[config.mk]
export PLATFORM = sky130hd
export DESIGN_NAME = keccak_pad_packer
export DESIGN_NICKNAME = d
export VERILOG_FILES = /design/src/rtl/keccak_pad_packer_pkg.sv /design/src/rtl/keccak_pad_packer_mask.sv /design/src/rtl/keccak_pad_packer.sv
export SDC_FILE = /design/constraint.sdc
export NUM_CORES = 1
export LEC_CHECK = 0
export ABC_AREA = 1
export CORE_MARGIN = 2
export CORE_UTILIZATION = 45
export CTS_CLUSTER_SIZE = 40
export DETAILED_ROUTE_END_ITERATION = 12
export PLACE_DENSITY_LB_ADDON = 0.25
export SETUP_SLACK_MARGIN = 0.5
export SKIP_CTS_REPAIR_TIMING = 1
export SYNTH_ARGS = -nofsm -noshare
export SYNTH_HDL_FRONTEND = slang
export SYNTH_HIERARCHICAL = 1
export SYNTH_SLANG_ARGS = --single-unit
[constraint.sdc]
create_clock -name clk -period 2.7 [get_ports clk]
set_input_delay 0.405 -clock clk [delete_from_list [all_inputs] [get_ports clk]]
set_output_delay 0.405 -clock clk [all_outputs]
set_load 0.03 [all_outputs]
[src/rtl/keccak_pad_packer_pkg.sv]
// Shared constants and types for the keccak message packer: command bit
// positions, SHA3 rate sizes, padding bytes and packer states.
package keccak_pad_packer_pkg;

  localparam int unsigned OP_HEAD = 2;
  localparam int unsigned OP_DATA = 1;
  localparam int unsigned OP_TAIL = 0;

  localparam int unsigned RATE_WORDS_224 = 36;
  localparam int unsigned RATE_WORDS_256 = 34;
  localparam int unsigned RATE_WORDS_384 = 26;
  localparam int unsigned RATE_WORDS_512 = 18;

  localparam logic [7:0] DSBYTE_SHA3 = 8'h06;
  localparam logic [7:0] PADEND      = 8'h80;

  typedef enum logic [1:0] {
    ST_IDLE,
    ST_FILL,
    ST_EMIT
  } state_e;

  // CPU words carry the first message byte in [31:24]; the block wants it lowest.
  function automatic logic [31:0] bswap32(input logic [31:0] w);
    return {w[7:0], w[15:8], w[23:16], w[31:24]};
  endfunction

endpackage

[src/rtl/keccak_pad_packer_mask.sv]
// Tail-word byte-keep mask and SHA3 pad-byte vector for the block buffer.
module keccak_pad_packer_mask
  import keccak_pad_packer_pkg::*;
#(
  parameter int unsigned RATE_WORDS = RATE_WORDS_512,
  parameter logic [7:0]  DSBYTE     = DSBYTE_SHA3,
  parameter int unsigned IDXW       = 5
) (
  input  logic [IDXW-1:0]          word_idx_i,
  input  logic [1:0]               nbytes_i,
  output logic [4*RATE_WORDS-1:0]  keep_o,
  output logic [32*RATE_WORDS-1:0] pad_o
);

  localparam int unsigned NB = 4 * RATE_WORDS;

  logic [31:0] pad_pos;

  assign pad_pos = (32'(word_idx_i) << 2) + 32'(nbytes_i);

  always_comb begin
    keep_o = '0;
    pad_o  = '0;
    for (int unsigned k = 0; k < NB; k++) begin
      keep_o[k] = (k < pad_pos);
      if (k == pad_pos) begin
        pad_o[8*k +: 8] = DSBYTE;
      end
    end
    // Last rate byte always carries the closing 0x80, merged with DSBYTE if coincident.
    pad_o[8*(NB-1) +: 8] = pad_o[8*(NB-1) +: 8] | PADEND;
  end

endmodule

[src/rtl/keccak_pad_packer.sv]
// Packs HEAD/DATA/TAIL message words into a rate block, applies SHA3 padding
// and hands complete blocks to the permutation over a valid/ready handshake.
module keccak_pad_packer
  import keccak_pad_packer_pkg::*;
#(
  parameter int unsigned RATE_WORDS = RATE_WORDS_512,
  parameter logic [7:0]  DSBYTE     = DSBYTE_SHA3
) (
  input  logic                     clk,
  input  logic                     rst,
  input  logic                     in_valid,
  input  logic [2:0]               in_op,
  input  logic [31:0]              in_word,
  input  logic [1:0]               in_nbytes,
  output logic                     in_ready,
  output logic                     out_valid,
  input  logic                     out_ready,
  output logic [32*RATE_WORDS-1:0] out_block,
  output logic                     out_first,
  output logic                     out_last,
  output logic                     err
);

  localparam int unsigned NB   = 4 * RATE_WORDS;
  localparam int unsigned BW   = 8 * NB;
  localparam int unsigned IDXW = $clog2(RATE_WORDS + 1);

  state_e          state_q, state_d;
  logic [BW-1:0]   buf_q, buf_d;
  logic [IDXW-1:0] word_idx_q, word_idx_d;
  logic            first_q, first_d;
  logic            out_valid_q, out_valid_d;
  logic            out_first_q, out_first_d;
  logic            out_last_q, out_last_d;
  logic            err_q, err_d;

  logic op_head, op_data, op_tail, op_illegal, cmd;

  logic [IDXW-1:0] mask_idx;
  logic [NB-1:0]   keep;
  logic [BW-1:0]   pad_vec;
  logic [BW-1:0]   keep_bits;
  logic [BW-1:0]   head_buf;
  logic [BW-1:0]   wr_buf;
  logic [BW-1:0]   tail_base;
  logic [BW-1:0]   tail_buf;

  assign op_head    = in_op[OP_HEAD];
  assign op_data    = in_op[OP_DATA];
  assign op_tail    = in_op[OP_TAIL];
  assign op_illegal = (in_op == 3'b000) | (op_data & (op_head | op_tail));
  assign cmd        = in_valid & ~out_valid_q;

  // HEAD|TAIL pads relative to a freshly cleared buffer, so index 0.
  assign mask_idx = op_head ? '0 : word_idx_q;

  keccak_pad_packer_mask #(
    .RATE_WORDS (RATE_WORDS),
    .DSBYTE     (DSBYTE),
    .IDXW       (IDXW)
  ) u_mask (
    .word_idx_i (mask_idx),
    .nbytes_i   (in_nbytes),
    .keep_o     (keep),
    .pad_o      (pad_vec)
  );

  always_comb begin
    head_buf       = '0;
    head_buf[31:0] = bswap32(in_word);
    wr_buf         = buf_q;
    for (int unsigned w = 0; w < RATE_WORDS; w++) begin
      if (IDXW'(w) == word_idx_q) begin
        wr_buf[32*w +: 32] = bswap32(in_word);
      end
    end
  end

  always_comb begin
    keep_bits = '0;
    for (int unsigned k = 0; k < NB; k++) begin
      keep_bits[8*k +: 8] = {8{keep[k]}};
    end
    tail_base = op_head ? head_buf : wr_buf;
    tail_buf  = (tail_base & keep_bits) | pad_vec;
  end

  always_comb begin
    state_d     = state_q;
    buf_d       = buf_q;
    word_idx_d  = word_idx_q;
    first_d     = first_q;
    out_valid_d = out_valid_q;
    out_first_d = out_first_q;
    out_last_d  = out_last_q;
    err_d       = 1'b0;

    if (state_q == ST_EMIT) begin
      if (out_ready) begin
        out_valid_d = 1'b0;
        out_first_d = 1'b0;
        out_last_d  = 1'b0;
        buf_d       = '0;
        word_idx_d  = '0;
        first_d     = 1'b0;
        state_d     = out_last_q ? ST_IDLE : ST_FILL;
      end
    end else if (cmd) begin
      if (op_illegal) begin
        err_d = 1'b1;
      end else if (op_head && op_tail) begin
        buf_d       = tail_buf;
        word_idx_d  = '0;
        first_d     = 1'b1;
        out_valid_d = 1'b1;
        out_first_d = 1'b1;
        out_last_d  = 1'b1;
        state_d     = ST_EMIT;
      end else if (op_head) begin
        buf_d      = head_buf;
        word_idx_d = IDXW'(1);
        first_d    = 1'b1;
        state_d    = ST_FILL;
      end else if (state_q == ST_IDLE) begin
        err_d = 1'b1;
      end else if (op_data) begin
        buf_d      = wr_buf;
        word_idx_d = word_idx_q + IDXW'(1);
        if (word_idx_q == IDXW'(RATE_WORDS - 1)) begin
          out_valid_d = 1'b1;
          out_first_d = first_q;
          out_last_d  = 1'b0;
          state_d     = ST_EMIT;
        end
      end else begin
        buf_d       = tail_buf;
        out_valid_d = 1'b1;
        out_first_d = first_q;
        out_last_d  = 1'b1;
        state_d     = ST_EMIT;
      end
    end
  end

  always_ff @(posedge clk or negedge rst) begin
    if (!rst) begin
      state_q     <= ST_IDLE;
      buf_q       <= '0;
      word_idx_q  <= '0;
      first_q     <= 1'b0;
      out_valid_q <= 1'b0;
      out_first_q <= 1'b0;
      out_last_q  <= 1'b0;
      err_q       <= 1'b0;
    end else begin
      state_q     <= state_d;
      buf_q       <= buf_d;
      word_idx_q  <= word_idx_d;
      first_q     <= first_d;
      out_valid_q <= out_valid_d;
      out_first_q <= out_first_d;
      out_last_q  <= out_last_d;
      err_q       <= err_d;
    end
  end

  assign in_ready  = ~out_valid_q;
  assign out_valid = out_valid_q;
  assign out_block = buf_q;
  assign out_first = out_first_q;
  assign out_last  = out_last_q;
  assign err       = err_q;

endmodule

# Word level (Yosys, flattened, before mapping)
# Index checks and enable logic that the tools add are counted.
[totals]
register_bits = 588
out_inout_bits = 581
wordCells = 353
[classes]
addsub = 2
n_lt_le_gt_ge = 72
eq_ne = 97
muxes = 154
n_bitwise = 7
reduce_logical = 13
[ops]
columns = ["cell", "n"]
rows = [
  ["$mux 576", 9],
  ["$eq 6x32->1 const A", 32],
  ["$lt 6x32->1 const A", 32],
  ["$and 576x576->576", 1],
  ["$mux 32", 18],
  ["$or 576x576->576", 1],
  ["$eq 5x32->1 const A", 16],
  ["$lt 5x32->1 const A", 16],
  ["$eq 4x32->1 const A", 8],
  ["$eq 7x32->1 const A", 8],
  ["$lt 4x32->1 const A", 8],
  ["$lt 7x32->1 const A", 8],
  ["$mux 3", 72],
  ["$eq 3x32->1 const A", 4],
  ["$lt 3x32->1 const A", 4],
  ["$eq 2x32->1 const A", 2],
  ["$lt 1x32->1 const A", 2],
  ["$lt 2x32->1 const A", 2],
  ["$mux 5", 9],
  ["$eq 4x5->1 const A", 8],
  ["$mux 1", 37],
  ["$eq 1x32->1 const A", 1],
  ["$logic_not 32->1", 1],
  ["$eq 3x5->1 const A", 4],
  ["other kinds (28)", 42],
]

# Logic depth before layout (Yosys ltp)
[logic_depth]
ltp_word = 12
depth_mapped = 17

# Hierarchy
# The synthesis kept the hierarchy.
[by_module_without_submodules]
columns = ["module", "n_inst", "cells_each", "area_each_um2", "seq_area_each_um2"]
rows = [
  ["keccak_pad_packer", 1, 6462, 38191.6, 14714.1],
  ["keccak_pad_packer_mask", 1, 742, 4901.0, 0.0],
]

# Worst setup path before layout
# Ideal clock, no wire load.
[synth_timing]
path_kind = "input port to flip-flop"
from = "in in_op[2]"
to = "reg buf_q[6], in the netlist out_block[6]"
setup_time_ns = 0.118
arrival_ns = 2.534
required_time_ns = 2.582
setup_slack_ns = 0.048
stages = 16
path_cell_list = "buf_2 -> buf_1 -> clkbuf_1 -> nor2_1 -> buf_4 -> nor2_1 -> buf_4 -> nand2_2 -> nor2_2 -> inv_1 -> nor2_1 -> nand2_1 -> nand2_1 -> inv_1 -> nand3_1 -> nand2_1"
[synth_between]
elab_chain_cells = 12
word_cells_on_any_way = 21
cone_classes = "add/sub (1); order compare (1); eq/ne (2); mux (9); bitwise (5); reduce/logical (3)"
[synth_lines]
columns = ["item", "line_no", "text"]
rows = [
  ["start, declared", "keccak_pad_packer.sv:12", "input logic [2:0] in_op,"],
  ["$mux 5 *", "keccak_pad_packer.sv:55", "assign mask_idx = op_head ? '0 : word_idx_q;"],
  ["net mask_idx[0]", "keccak_pad_packer.sv:39", "logic [IDXW-1:0] mask_idx;"],
  ["$add 7x2->8 *", "keccak_pad_packer_mask.sv:19", "assign pad_pos = (32'(word_idx_i) << 2) + 32'(nbytes_i);"],
  ["$lt 1x32->1 *", "keccak_pad_packer_mask.sv:25", "keep_o[k] = (k < pad_pos);"],
  ["net keep[0]", "keccak_pad_packer.sv:40", "logic [NB-1:0] keep;"],
  ["$and 576x576->576 *", "keccak_pad_packer.sv:85", "tail_buf = (tail_base & keep_bits) | pad_vec;"],
  ["$or 576x576->576 *", "keccak_pad_packer.sv:85", ""],
  ["$mux 576", "keccak_pad_packer.sv:126", "end else if (op_data) begin"],
  ["$mux 576", "keccak_pad_packer.sv:124", "end else if (state_q == ST_IDLE) begin"],
  ["$mux 576", "keccak_pad_packer.sv:119", "end else if (op_head) begin"],
  ["$mux 576 *", "keccak_pad_packer.sv:111", "end else if (op_head && op_tail) begin"],
  ["$mux 576 *", "keccak_pad_packer.sv:109", "if (op_illegal) begin"],
  ["$mux 576 *", "keccak_pad_packer.sv:108", "end else if (cmd) begin"],
  ["$mux 576 *", "keccak_pad_packer.sv:98", "if (state_q == ST_EMIT) begin"],
  ["end signal, assigned", "keccak_pad_packer.sv:157", "buf_q <= buf_d;"],
  ["end, declared", "keccak_pad_packer.sv:29", "logic [BW-1:0] buf_q, buf_d;"],
]
# The timed path passes the listed nets; every way through them passes the cells marked *. The select of a mux whose other input is x is not followed.
# A chain may end at the register's enable or synchronous reset.

# Final worst setup path
[layout_timing]
from = "reg buf_q[25], in the netlist out_block[25]"
to = "out out_block[25]"
[layout_lines]
columns = ["item", "line_no", "text"]
rows = [
  ["end, declared", "keccak_pad_packer.sv:18", "output logic [32*RATE_WORDS-1:0] out_block,"],
]
# No word-level cell between the ends.

==> results.yml <==
run_status:
  status: "complete, no violations"
die:
  core_um2: 95010
  die_h_um: 313.5
  rows: 113
  dieArea_um2: 98250
  pin_count: 622
  initial_core_util_pct: 45.36
  die_w_um: 313.5
route:
  first_pass_iters: 6
  drt_iter0_drc: 4764
  vias: 45730
  ant_nets: 0
  drc: 0
  avgViaCountPerCell: 5.045
  routed_wl_um: 177700
  routedWlPerCell_um: 19.60
grt:
  met2_usage_pct: 53.86
  busiest_layer: "met2"
  grt_pass1_wl_um: 263100
  track_usage_pct: 35.15
  antenna_found_initial: 7
  grt_pass1_vias: 41260
  grt_overflow: 0
  grtUsageMet3_pct: 6.927
  gr-usage-met1_pct: 46.31
  grt_max_degree: 106
sta:
  hold_viol_final: 0
  setup_viol: 0
  fmax_mhz: 451.4
  worst_slew_pin_slew_ns: 1.181
  slew_headroom_pct: 21.27
  skew_ns: 0.02060
  timing.final.crit_share_pct: 82.06
  period_minus_slack_ns: 2.216
  drv_slew: 0
  setup_ws_ns: 0.4844
  rsz0062_at_grt: "yes"
critical_path:
  regToRegSetupSlack_ns: 0.55
  start_kind: "flip-flop"
  arrival_ns: 1.81
  crit_path_end_kind: "primary output"
  cp_data_required_time_ns: 2.30
  r2r_cells: 14
  cp_max_fo: 3
  slowest_delay_ns: 0.80
  rr_startpoint: "word_idx_q[4]$_DFFE_PN0P_"
  path_cells: "clkdlybuf4s50_1"
  path_delay_family: "buffers and inverters"
  crit_buf_inv: 1
  startpoint: "out_block[25]$_DFFE_PN0P_"
  r2r_end: "out_block[31]$_DFFE_PN0P_"
  slowest_stage: "clkdlybuf4s50_1"
  crit_end: "out_block[25]"
  path_class: "reg2out"
  path_depth: 1
logic_synthesis:
  synthFlopType: "dfrtp_1"
  yosys.area_share.xor_xnor_pct: 0
  synth_area_per_cell_um2: 5.982
  synth_mux_area_share_pct: 0
  syn-instance-count: 7204
  yosysTopAreaCell: "nand2_1"
  yosys.area_share.simple_pct: 44.30
  seq_area_frac_synth_pct: 34.15
  yosysTopAreaCellShare_pct: 35.27
  synth_edf_count: 0
  ys_top_cells_by_count: "nand2_1 (4049), dfrtp_1 (588), inv_1 (552)"
  synth_top_family_by_area: "simple AND/OR/NAND/NOR gates"
  synth-async-reset-ratio_pct: 100.0
  synth-adder-area-share_pct: 0.1452
  syn_area_um2: 43090
  synth_seq_cells: 588
  synth.most_common_cell: "nand2_1"
  synth_cell_types: 29
  synth_compound_area_share_pct: 3.205
  synth_area_leaders: "nand2_1 (35%), dfrtp_1 (34%), buf_4 (9.3%)"
  synth_warnings: 6
cells_and_area:
  fin_nets: 7792
  multi_input_area_um2: 22820
  fillerInstances: 9280
  area_delta_synth_final_pct: 24.91
  layout-drive-gt1-share_pct: 7.720
  seq_area_um2: 14720
  fin_area_um2: 53830
  fin_util_pct: 56.65
  final_cells: 9064
cts:
  cts_buffer_depth: 3
  cts_sinks: 588
  cts_buffers: 74
  cts_tree: "done"
  worstSkewPairLatency_ns: 0.65
  htree_levels: 3
  ctsRootBufferMaster: "clkbuf_16"
  clkTransAtPathRegs_ns: 0.06
power:
  leakagePower_uw: 0.03218
  powerDensity_nw_per_um2: 963.6
  ir_drop_mv: 0.8403
placed_design:
  place.gp.congestion: 0.9361
  place_area_um2: 49860
  dp_hpwl_um: 121400
  io_buffers: 621
  dp_slack_ns: -0.004851
  placed_cells: 8886
flow_run:
  cap_violations: 0
hold_path:
  hold_path.class: "in2reg"
## metrics by stage
stage          hold WS (ns)   TNS (ns)  total power (uW)
5_1_grt              0.3254          0             54710
2_1_floorplan        0.1094          0             30160
3_5_place_dp         0.4212  -0.007599             41050
3_3_place_gp         0.4199          0             40690
6_report             0.3110          0             51870
4_1_cts             -0.2817          0             51530
## cells in the final DEF, fill, tap and decap left out, drive strengths merged, types with 3 or more instances in the layout
cell,synthesis,layout
nand2,4057,4057
dfrtp,588,588
inv,558,581
nand3,471,471
clkdlybuf4s50,0,453
conb,2,432
nor2,344,345
buf,774,295
dlymetal6s2s,0,165
o21ai,124,124
clkbuf,107,117
o211ai,64,64
a21oi,53,53
clkinv,34,18
nor3,17,17
bufinv,0,5
ha,5,5
nand4,3,3
## state kept, by name, indices dropped and copies added, names as in the netlist
signal      count
err             1
first_q         1
out_block     576
out_first       1
out_last        1
out_valid       1
state_q         2
word_idx_q      5
## worst min-delay path by stage
stage                        start                         end  slack [ns]  depth (start not counted)
after floorplan                rst               err$_DFF_PN0_        0.11                          0
after global placement         rst  out_block[520]$_DFFE_PN0P_        0.42                          1
after detailed placement       rst  out_block[525]$_DFFE_PN0P_        0.42                          1
after CTS                      rst  out_block[525]$_DFFE_PN0P_       -0.28                          1
after global routing      in_op[2]  out_block[480]$_DFFE_PN0P_        0.33                          6
final                     in_op[2]  out_block[480]$_DFFE_PN0P_        0.31                          6
## per-layer routing
| metal | vias to the layer above | wire length, um |
|---|---|---|
| met5 | - | 23 |
| met4 | 4 | 12050 |
| met3 | 487 | 16410 |
| met2 | 2153 | 78410 |
| met1 | 21290 | 70770 |
| li1 | 21800 | - |
## worst reg2reg max path, stage by stage (launching register included)
cell,delay (ns)
dfrtp_2,0.44
inv_4,0.10
nor2_4,0.08
nor2_4,0.18
clkinv_4,0.08
nor2_4,0.24
buf_6,0.14
buf_6,0.11
nand2_2,0.06
nor2_4,0.25
nand2_2,0.07
nand2_1,0.08
inv_1,0.06
nand3_1,0.08
nand2_1,0.06
## cell families (layout without fill, tap and decap cells)
family	count (synthesis)	count (layout)
buffers and inverters	1473	1636
other	2	433
AO/OA/AOI/OAI	243	243
flip-flops	588	588
AND/OR/NAND/NOR	4893	4894
adder cells (fa/ha/maj)	5	5
## final cells by class
cell class / count / share of cell area [%]
Antenna cell: 1 / 0.004649
Clock buffer: 115 / 4.179
Clock inverter: 13 / 0.3719
Inverter: 592 / 4.205
Multi-Input combinational cell: 5574 / 42.39
Sequential cell: 588 / 27.35
Tap cell: 1265 / 2.940
Timing Repair Buffer: 916 / 18.57
## where the power goes
group / internal (uW) / switching (uW)
clock network: 6180 / 4190
registers: 11900 / 3190
logic: 9610 / 16800
Power figures use the tool's default switching activity.
